<file path="src/rtl/alarm_ctrl_multi_if.sv">
// Bundled time, alarm, control and status signals for alarm_ctrl_multi.
// master drives time/alarm/control inputs; slave is the controller.
interface alarm_ctrl_multi_if #(
    parameter int NUM_ALARMS = 4,
    parameter int IDX_W      = 2
);
    logic                    minute_tick;
    logic [15:0]             current_time;
    logic [16*NUM_ALARMS-1:0] alarm_times;
    logic [NUM_ALARMS-1:0]   alarm_enable;
    logic                    do_snooze;
    logic                    stop_alarm;
    logic                    show_alarm;
    logic [IDX_W-1:0]        show_sel;
    logic [15:0]             display;
    logic                    sound_alarm;
    logic [IDX_W-1:0]        active_alarm;
    logic [15:0]             snooze_time;
    logic [3:0]              snooze_count;
    logic                    timed_out;
    logic [1:0]              state_out;

    modport master (
        output minute_tick, current_time, alarm_times, alarm_enable,
        output do_snooze, stop_alarm, show_alarm, show_sel,
        input  display, sound_alarm, active_alarm, snooze_time,
        input  snooze_count, timed_out, state_out
    );

    modport slave (
        input  minute_tick, current_time, alarm_times, alarm_enable,
        input  do_snooze, stop_alarm, show_alarm, show_sel,
        output display, sound_alarm, active_alarm, snooze_time,
        output snooze_count, timed_out, state_out
    );
endinterface

</file>
<file path="src/rtl/alarm_ctrl_multi.sv">
// Multi-slot BCD alarm controller with snooze, snooze limit and
// auto-off; drives one shared alarm output and the display mux.
module alarm_ctrl_multi #(
    parameter int NUM_ALARMS       = 4,
    parameter int SNOOZE_MIN       = 5,
    parameter int MAX_SNOOZES      = 3,
    parameter int RING_TIMEOUT_MIN = 10,
    parameter int IDX_W            = 2
) (
    input logic clk,
    input logic reset_n,
    alarm_ctrl_multi_if.slave bus
);
    typedef enum logic [1:0] {
        IDLE        = 2'd0,
        RINGING     = 2'd1,
        SNOOZE_WAIT = 2'd2,
        BAD         = 2'd3
    } state_t;

    state_t           state, state_n;
    logic [IDX_W-1:0] act_q, act_n;
    logic [15:0]      stime_q, stime_n;
    logic [3:0]       scnt_q, scnt_n;
    logic [7:0]       rcnt_q, rcnt_n;
    logic             tout_q, tout_n;
    logic             snd_q;

    logic             any_hit;
    logic             snz_hit;
    logic [IDX_W-1:0] winner;
    logic [15:0]      snz_sum;
    logic [6:0]       mins;
    logic [4:0]       hrs;

    // Lowest-index enabled slot matching the new minute wins.
    always_comb begin
        any_hit = 1'b0;
        winner  = '0;
        for (int i = NUM_ALARMS - 1; i >= 0; i--) begin
            if (bus.minute_tick && bus.alarm_enable[i] &&
                bus.current_time == bus.alarm_times[16*i +: 16]) begin
                any_hit = 1'b1;
                winner  = IDX_W'(i);
            end
        end
    end

    assign snz_hit = bus.minute_tick && (bus.current_time == stime_q);

    // BCD HH:MM plus SNOOZE_MIN with minute carry and 24h wrap.
    always_comb begin
        mins = 7'(bus.current_time[7:4]) * 7'd10
             + 7'(bus.current_time[3:0]) + 7'(SNOOZE_MIN);
        hrs  = 5'(bus.current_time[15:12]) * 5'd10
             + 5'(bus.current_time[11:8]);
        if (mins >= 7'd60) begin
            mins = mins - 7'd60;
            hrs  = hrs + 5'd1;
        end
        if (hrs >= 5'd24) begin
            hrs = hrs - 5'd24;
        end
        snz_sum = {4'(hrs / 5'd10), 4'(hrs % 5'd10),
                   4'(mins / 7'd10), 4'(mins % 7'd10)};
    end

    // Next-state and next-register values; stop beats snooze beats hits.
    always_comb begin
        state_n = state;
        act_n   = act_q;
        stime_n = stime_q;
        scnt_n  = scnt_q;
        rcnt_n  = rcnt_q;
        tout_n  = tout_q;
        case (state)
            IDLE: begin
                if (any_hit) begin
                    state_n = RINGING;
                    act_n   = winner;
                    scnt_n  = '0;
                    rcnt_n  = '0;
                    tout_n  = 1'b0;
                end
            end
            RINGING: begin
                if (bus.stop_alarm) begin
                    state_n = IDLE;
                    scnt_n  = '0;
                    tout_n  = 1'b0;
                end else if (bus.do_snooze) begin
                    if (scnt_q < 4'(MAX_SNOOZES)) begin
                        state_n = SNOOZE_WAIT;
                        stime_n = snz_sum;
                        scnt_n  = scnt_q + 4'd1;
                    end
                end else if (bus.minute_tick) begin
                    rcnt_n = rcnt_q + 8'd1;
                    if (rcnt_n == 8'(RING_TIMEOUT_MIN)) begin
                        state_n = IDLE;
                        tout_n  = 1'b1;
                    end
                end
            end
            SNOOZE_WAIT: begin
                if (bus.stop_alarm) begin
                    state_n = IDLE;
                    stime_n = '0;
                    scnt_n  = '0;
                    tout_n  = 1'b0;
                end else if (any_hit) begin
                    state_n = RINGING;
                    act_n   = winner;
                    scnt_n  = '0;
                    rcnt_n  = '0;
                    tout_n  = 1'b0;
                end else if (snz_hit) begin
                    state_n = RINGING;
                    rcnt_n  = '0;
                    tout_n  = 1'b0;
                end
            end
            default: begin
                state_n = IDLE;
                act_n   = '0;
                stime_n = '0;
                scnt_n  = '0;
                rcnt_n  = '0;
                tout_n  = 1'b0;
            end
        endcase
    end

    // State and output registers with synchronous active-low reset.
    always_ff @(posedge clk) begin
        if (!reset_n) begin
            state   <= IDLE;
            act_q   <= '0;
            stime_q <= '0;
            scnt_q  <= '0;
            rcnt_q  <= '0;
            tout_q  <= 1'b0;
            snd_q   <= 1'b0;
        end else begin
            state   <= state_n;
            act_q   <= act_n;
            stime_q <= stime_n;
            scnt_q  <= scnt_n;
            rcnt_q  <= rcnt_n;
            tout_q  <= tout_n;
            snd_q   <= (state_n == RINGING);
        end
    end

    // Display mux: selected slot or running time; out-of-range slot is blank.
    always_comb begin
        bus.display = bus.current_time;
        if (bus.show_alarm) begin
            bus.display = '0;
            for (int i = 0; i < NUM_ALARMS; i++) begin
                if (32'(bus.show_sel) == i) begin
                    bus.display = bus.alarm_times[16*i +: 16];
                end
            end
        end
    end

    assign bus.sound_alarm  = snd_q;
    assign bus.active_alarm = act_q;
    assign bus.snooze_time  = stime_q;
    assign bus.snooze_count = scnt_q;
    assign bus.timed_out    = tout_q;
    assign bus.state_out    = state;
endmodule

</file>
<file path="src/flat_wrapper.sv">
// flat-port wrapper written by rule: the top's interface ports become plain ports
module alarm_ctrl_multi_flat 
#(
    parameter int NUM_ALARMS       = 4,
    parameter int SNOOZE_MIN       = 5,
    parameter int MAX_SNOOZES      = 3,
    parameter int RING_TIMEOUT_MIN = 10,
    parameter int IDX_W            = 2
)
  (clk, reset_n, bus_minute_tick, bus_current_time, bus_alarm_times, bus_alarm_enable, bus_do_snooze, bus_stop_alarm, bus_show_alarm, bus_show_sel, bus_display, bus_sound_alarm, bus_active_alarm, bus_snooze_time, bus_snooze_count, bus_timed_out, bus_state_out);
  alarm_ctrl_multi_if #(.NUM_ALARMS(NUM_ALARMS), .IDX_W(IDX_W)) bus_i ();
  input logic clk;
  input logic reset_n;
  input wire logic [$bits(bus_i.minute_tick)-1:0] bus_minute_tick;
  input wire logic [$bits(bus_i.current_time)-1:0] bus_current_time;
  input wire logic [$bits(bus_i.alarm_times)-1:0] bus_alarm_times;
  input wire logic [$bits(bus_i.alarm_enable)-1:0] bus_alarm_enable;
  input wire logic [$bits(bus_i.do_snooze)-1:0] bus_do_snooze;
  input wire logic [$bits(bus_i.stop_alarm)-1:0] bus_stop_alarm;
  input wire logic [$bits(bus_i.show_alarm)-1:0] bus_show_alarm;
  input wire logic [$bits(bus_i.show_sel)-1:0] bus_show_sel;
  output wire logic [$bits(bus_i.display)-1:0] bus_display;
  output wire logic [$bits(bus_i.sound_alarm)-1:0] bus_sound_alarm;
  output wire logic [$bits(bus_i.active_alarm)-1:0] bus_active_alarm;
  output wire logic [$bits(bus_i.snooze_time)-1:0] bus_snooze_time;
  output wire logic [$bits(bus_i.snooze_count)-1:0] bus_snooze_count;
  output wire logic [$bits(bus_i.timed_out)-1:0] bus_timed_out;
  output wire logic [$bits(bus_i.state_out)-1:0] bus_state_out;
  assign bus_i.minute_tick = bus_minute_tick;
  assign bus_i.current_time = bus_current_time;
  assign bus_i.alarm_times = bus_alarm_times;
  assign bus_i.alarm_enable = bus_alarm_enable;
  assign bus_i.do_snooze = bus_do_snooze;
  assign bus_i.stop_alarm = bus_stop_alarm;
  assign bus_i.show_alarm = bus_show_alarm;
  assign bus_i.show_sel = bus_show_sel;
  assign bus_display = bus_i.display;
  assign bus_sound_alarm = bus_i.sound_alarm;
  assign bus_active_alarm = bus_i.active_alarm;
  assign bus_snooze_time = bus_i.snooze_time;
  assign bus_snooze_count = bus_i.snooze_count;
  assign bus_timed_out = bus_i.timed_out;
  assign bus_state_out = bus_i.state_out;
  alarm_ctrl_multi #(.NUM_ALARMS(NUM_ALARMS), .SNOOZE_MIN(SNOOZE_MIN), .MAX_SNOOZES(MAX_SNOOZES), .RING_TIMEOUT_MIN(RING_TIMEOUT_MIN), .IDX_W(IDX_W)) u_core (.clk(clk), .reset_n(reset_n), .bus(bus_i));
endmodule
</file>
<file path="config.mk">
export PLATFORM = sky130hd
export DESIGN_NAME = alarm_ctrl_multi_flat
export DESIGN_NICKNAME = d
export VERILOG_FILES = /design/src/rtl/alarm_ctrl_multi_if.sv /design/src/rtl/alarm_ctrl_multi.sv /design/src/flat_wrapper.sv
export SDC_FILE = /design/constraint.sdc
export NUM_CORES = 1
export LEC_CHECK = 0
export CAP_MARGIN = 20
export CELL_PAD_IN_SITES_DETAIL_PLACEMENT = 1
export CELL_PAD_IN_SITES_GLOBAL_PLACEMENT = 2
export CORE_ASPECT_RATIO = 0.5
export CORE_UTILIZATION = 30
export DETAILED_ROUTE_END_ITERATION = 16
export GPL_TIMING_DRIVEN = 0
export PLACE_DENSITY = 0.95
export SETUP_SLACK_MARGIN = 0.3
export SYNTH_ARGS = -nofsm -noshare
export SYNTH_HDL_FRONTEND = slang
export SYNTH_SLANG_ARGS = --single-unit
</file>
<file path="constraint.sdc">
create_clock -name clk -period 6.7 [get_ports clk]
set_input_delay 0.67 -clock clk [delete_from_list [all_inputs] [get_ports clk]]
set_output_delay 0.67 -clock clk [all_outputs]
set_load 0.005 [all_outputs]
</file>
# == Yosys cells after proc, flatten, opt, wreduce, memory -nomap -nowiden ==
# Index checks and enable logic that the tools add are counted.
# totals
input_bits,92
out_inout_bits,42
register_bits,34
wordCells,126
# classes
add_sub_neg,8
multipliers,2
div,4
n_mux,57
bitwise,2
n_reduce_logical,16
eq_ne,27
n_lt_le_gt_ge,3
# ops
cell,count
$mux 16,9
$eq 16x16->1,5
$mux 8,7
$pmux 16 s3,1
$mux 2,15
$pmux 8 s3,1
$mux 4,5
$mux 1,12
$ne 2x2->1 const B,6
$pmux 2 s3,2
$pmux 4 s3,1
$mux 5,2
$reduce_and 5->1,2
$logic_and 1x1->1,9
$ne 3x3->1 const B,3
$add 8x1->8 const B,1
$eq 8x4->1 const B,1
$add 7x3->7 const B,1
$add 7x4->7,1
$div 7x4->7 const B,1
$ge 7x6->1 const B,1
$mod 7x4->7 const B,1
$mux 7,1
$sub 7x6->7 const B,1
other kinds (21),30

# == Longest topological paths before layout ==
# depth
word_depth,12
mapped_depth,20
depth_no_buf,19

# == Least setup slack after synthesis ==
# Ideal clock, no wire load.
# synth_timing
kind,input-to-reg
from,input bus_current_time[2]
to,register u_core.stime_q[1] (netlist: u_core.bus.snooze_time[1])
cell_stages,19
t_arrival_ps,4652
slack_ps,1928
setup_ps,120
path_buffers,1
cell_sequence,clkbuf_1 -> inv_1 -> ha_1 -> inv_1 -> fa_1 -> xor2_2 -> ha_1 -> nand2_1 -> a21boi_2 -> nor4_4 -> o21ba_2 -> nor2_1 -> a222oi_1 -> a2bb2oi_2 -> ha_1 -> inv_1 -> a211oi_2 -> nor2_1 -> a211o_1
# synth_between
elab_chain_len,9
# synth_lines
item,line,rtl
from (decl),flat_wrapper.sv:15,input wire logic [$bits(bus_i.current_time)-1:0] bus_current_time;
$add 7x4->7 *,alarm_ctrl_multi.sv:54,+ 7'(bus.current_time[3:0]) + 7'(SNOOZE_MIN);
$add 7x3->7 *,alarm_ctrl_multi.sv:54,
$sub 7x6->7 / $ge 7x6->1 (equally long branches),"alarm_ctrl_multi.sv:58, alarm_ctrl_multi.sv:57",
$mux 7 *,alarm_ctrl_multi.sv:57,if (mins >= 7'd60) begin
$mod 7x4->7 *,alarm_ctrl_multi.sv:65,"4'(mins / 7'd10), 4'(mins % 7'd10)};"
$mux 16 *,alarm_ctrl_multi.sv:92,if (scnt_q < 4'(MAX_SNOOZES)) begin
$mux 16 *,alarm_ctrl_multi.sv:91,end else if (bus.do_snooze) begin
$mux 16 *,alarm_ctrl_multi.sv:87,if (bus.stop_alarm) begin
$pmux 16 s3 *,alarm_ctrl_multi.sv:76,case (state)
to (signal assigned),alarm_ctrl_multi.sv:147,stime_q <= stime_n;
to (decl),alarm_ctrl_multi.sv:23,"logic [15:0] stime_q, stime_n;"
# Every way passes the cells marked *; elsewhere a longest branch is shown, timed or not. The select of a mux whose other input is x is not followed.
# A chain may end at the register's enable or synchronous reset.

# == Worst setup path after layout ==
# layout_timing
from,input bus_current_time[5]
to,register u_core.stime_q[1] (netlist: u_core.bus.snooze_time[1])
# layout_between
elab_chain_len,10
# layout_lines
item,line,rtl
$mul 4x3->6 *,alarm_ctrl_multi.sv:53,mins = 7'(bus.current_time[7:4]) * 7'd10
$add 7x4->7 *,alarm_ctrl_multi.sv:54,
$add 7x3->7 *,alarm_ctrl_multi.sv:54,
$sub 7x6->7 / $ge 7x6->1 (equally long branches),"alarm_ctrl_multi.sv:58, alarm_ctrl_multi.sv:57",
$mux 7 *,alarm_ctrl_multi.sv:57,
$mod 7x4->7 *,alarm_ctrl_multi.sv:65,
$mux 16 *,alarm_ctrl_multi.sv:92,
$mux 16 *,alarm_ctrl_multi.sv:91,
$mux 16 *,alarm_ctrl_multi.sv:87,
$pmux 16 s3 *,alarm_ctrl_multi.sv:76,
# Marks and branches as above.

==> flow_metrics.py <==
metrics = {
    "status": {
        "status": "completed",
    },
    "route": {
        "wire_per_inst_microns": 18.6,
        "top_layer": "met4",
        "routed_wl_microns": 15300,
        "via_per_inst": 5.20,
        "wl_met2_microns": 7310,
        "routed-wl-met3_microns": 793,
        "wl_met1_microns": 6990,
        "vias": 4280,
        "ant_nets": 0,
        "drt_iter0_drc": 206,
        "drt_pass1_iterations": 4,
        "drc_errors": 0,
    },
    "global_route": {
        "grt_max_degree": 11,
        "grt_pass1_vias": 4458,
        "antenna_found_initial": 0,
        "grt_pass1_wl_microns": 23700,
        "grt_usage": 0.209,
        "grt_overflow": 0,
    },
    "clocking": {
        "cts_sinks": 32,
        "numCtsBuffers": 5,
        "clock_path_buffers": 2,
        "clk_pin_slew_ns": 0.05,
        "clockRootBuffer": "clkbuf_16",
        "cts_setup_buffers": 0,
        "cts_tree": "built",
        "hold_buffers": 0,
        "htree_levels": 2,
        "cts.repair.resized": 0,
        "clock_latency_ns": 0.28,
    },
    "die": {
        "dieArea_sq_mm": 0.0146,
        "core_sq_mm": 0.0137,
        "initial_utilization": 0.309,
        "chipHeight_microns": 85.9,
        "die_w_microns": 170,
        "rows": 30,
        "num_io_pins": 134,
    },
    "synth": {
        "synth_cells": 496,
        "synth.cell_area_sq_mm": 0.00423,
        "synth_edf_count": 0,
        "synth_seq_area_share": 0.152,
        "yosysTopAreaCell": "dfxtp_1",
        "syn-mean-instance-area_sq_um": 8.52,
        "ys.warnings.count": 0,
        "synth_seq_cells": 32,
        "ys.flop_type": "dfxtp_1",
        "synth_cell_types": 75,
        "synth_area_leaders": "dfxtp_1 15%, xor2_1 11%, mux4_2 8.5%, xnor2_1 8.3%, ha_1 7.1%",
        "async_flop_share": 0,
        "yosys.area.top_type_share": 0.152,
    },
    "final_layout": {
        "seq_area_sq_um": 641,
        "area_delta_synth_final_pct": 38.9,
        "drive_gt1_frac": 0.105,
        "fill_cells": 1643,
        "fin_nets": 749,
        "design_area_sq_mm": 0.00587,
        "antenna_cells": 0,
        "stdcell_count": 823,
        "multiInputGateArea_sq_mm": 0.00341,
    },
    "setup_path": {
        "startpoint_type": "primary input",
        "crit_chain": "clkdlybuf4s50_1, clkbuf_1, inv_1, ha_1, inv_1, fa_1, xor2_2, ha_1, nand2_1, a21boi_2, nor4_4, o21ba_2, nor2_1, a222oi_1, a2bb2oi_2, ha_1, inv_1, a211oi_2, nor2_1, a211o_1",
        "worstSetupPathType": "primary input to flip-flop",
        "crit_buf_inv": 5,
        "cpMaxStageDelayCell": "fa_1",
        "crit_path_max_incr_delay_ns": 0.52,
        "cp.arrival_ns": 5.95,
        "setup.worst_path.end_class": "flip-flop",
        "worst-path-max-fanout": 8,
        "crit_required_ns": 6.87,
        "path_delay_family": "compound AO/OA/AOI/OAI gates",
    },
    "timing": {
        "hold_ws_ns": 0.472,
        "final_max_slew_viol_count": 0,
        "finalSetupTns_ns": 0,
        "hold_viol": 0,
        "slew_headroom": 0.406,
        "layout_min_cycle_time_ns": 5.78,
        "setup_violations": 0,
        "max_clock_freq_mhz": 173,
        "finalCritPeriodShare": 0.863,
        "finClkSkew_ns": 0.00433,
        "grt_setup_unrepaired": "false",
        "tightest_slew_ns": 0.890,
    },
    "power": {
        "finalPower_mw": 1.06,
        "p_leak_nw": 2.11,
        "p_per_area_mw_per_mm2": 181,
        "ir_drop_uv": 85.7,
    },
    "flow_run": {
        "drv_cap": 0,
    },
    "placed_design": {
        "globalplace.congestion": 0.926,
        "dpl.hpwl_microns": 12700,
        "placed_area_sq_mm": 0.00572,
        "portBuffers": 125,
        "dp.cells": 814,
    },
    "hold_path": {
        "hold_path_class": "flip-flop to flip-flop",
    },
}
[registers in the layout (all words and copies together) (netlist names)]
register,flops
u_core.bus.snooze_count,4
u_core.bus.timed_out,1
u_core.bus.sound_alarm,1
u_core.bus.state_out,2
u_core.bus.snooze_time,14
u_core.rcnt_q,8
u_core.bus.active_alarm,2
[layout make-up]
cell class / count / share of cell area
Inverter: 13 / 0.00831
Multi-Input combinational cell: 420 / 0.580
Tap cell: 192 / 0.0409
Buffer: 32 / 0.0232
Timing Repair Buffer: 126 / 0.214
Clock buffer: 8 / 0.0249
Sequential cell: 32 / 0.109
[cells in the mapped netlist, types with 3 or more instances]
| library cell | n |
|---|---|
| o21ai_0 | 26 |
| or2_2 | 4 |
| a21boi_0 | 3 |
| or3_1 | 3 |
| clkbuf_1 | 25 |
| a22oi_1 | 5 |
| inv_1 | 13 |
| nor2b_1 | 18 |
| fa_1 | 3 |
| nor2_1 | 19 |
| buf_1 | 3 |
| nor3_1 | 14 |
| nor3b_1 | 5 |
| a211o_1 | 4 |
| mux2_2 | 15 |
| xnor2_1 | 40 |
| nand4_1 | 6 |
| mux4_2 | 16 |
| nand3_1 | 23 |
| a21oi_1 | 18 |
| ha_1 | 24 |
| nor4_1 | 10 |
| a32oi_1 | 3 |
| o21a_1 | 6 |
| xor2_1 | 54 |
| and3_1 | 8 |
| nand2_1 | 28 |
| o22ai_1 | 3 |
| dfxtp_1 | 32 |
| nand2b_1 | 4 |
| and2_1 | 5 |
[final timing paths]
path	from	cells after the start	to	slack, ns
max reg2reg	u_core.bus.snooze_time[11]	9	u_core.rcnt_q[2]	3.86
min	u_core.bus.active_alarm[0]	2	u_core.bus.active_alarm[0]	0.47
min reg2reg	u_core.bus.active_alarm[0]	2	u_core.bus.active_alarm[0]	0.47
max	bus_current_time[5]	20	u_core.bus.snooze_time[1]	0.92
[worst register-to-register path: stages (launching register included)]
cell and delay [ns]:
dfxtp_1 0.35, xor2_1 0.18, nor4b_1 0.32, nand3_1 0.14
nor4_1 0.67, a21oi_1 0.16, o21ai_1 0.42, o21ai_0 0.19
a22oi_1 0.22, nor2b_1 0.06
[cells in the final DEF (no fill, tap or decap), types with 10 or more instances in the layout]
master             n
xnor2_1           40
a21oi_1           18
mux4_2            16
nand3_1           23
o21ai_0           26
nor4_1            10
mux2_2            15
nor2b_1           18
inv_1             13
ha_1              24
xor2_1            54
clkbuf_1          27
clkdlybuf4s50_1  125
dfxtp_1           32
nor2_1            19
nand2_1           28
nor3_1            14
[routing by layer]
metal / up-vias / GRT usage
met5: - / 0
met4: 0 / 0.0557
met3: 19 / 0.0249
met2: 108 / 0.374
met1: 2082 / 0.267
li1: 2071 / -
[cells by family after synthesis]
group / Yosys count / share of synthesized area
compound gates: 102 / 0.172
buf+inv: 45 / 0.0438
simple gates: 158 / 0.207
mux: 34 / 0.133
xor+xnor: 97 / 0.206
flops: 32 / 0.152
other cells: 1 / 0.000887
fa+ha+maj: 27 / 0.0852
[report_power, final]
part	leakage [nW]	switching, mW	internal (mW)
Combinational	1.78	0.355	0.285
Sequential	0.258	0.00000148	0.190
Clock	0.0712	0.0836	0.148
[stage by stage]
stage           util  setup WS, ns
2_1_floorplan      -          1.93
3_5_place_dp   0.419         0.693
4_1_cts        0.430         0.944
5_1_grt        0.430         0.509
3_3_place_gp   0.419         0.810
6_report       0.430         0.917
(Power assumes the default switching activity.)
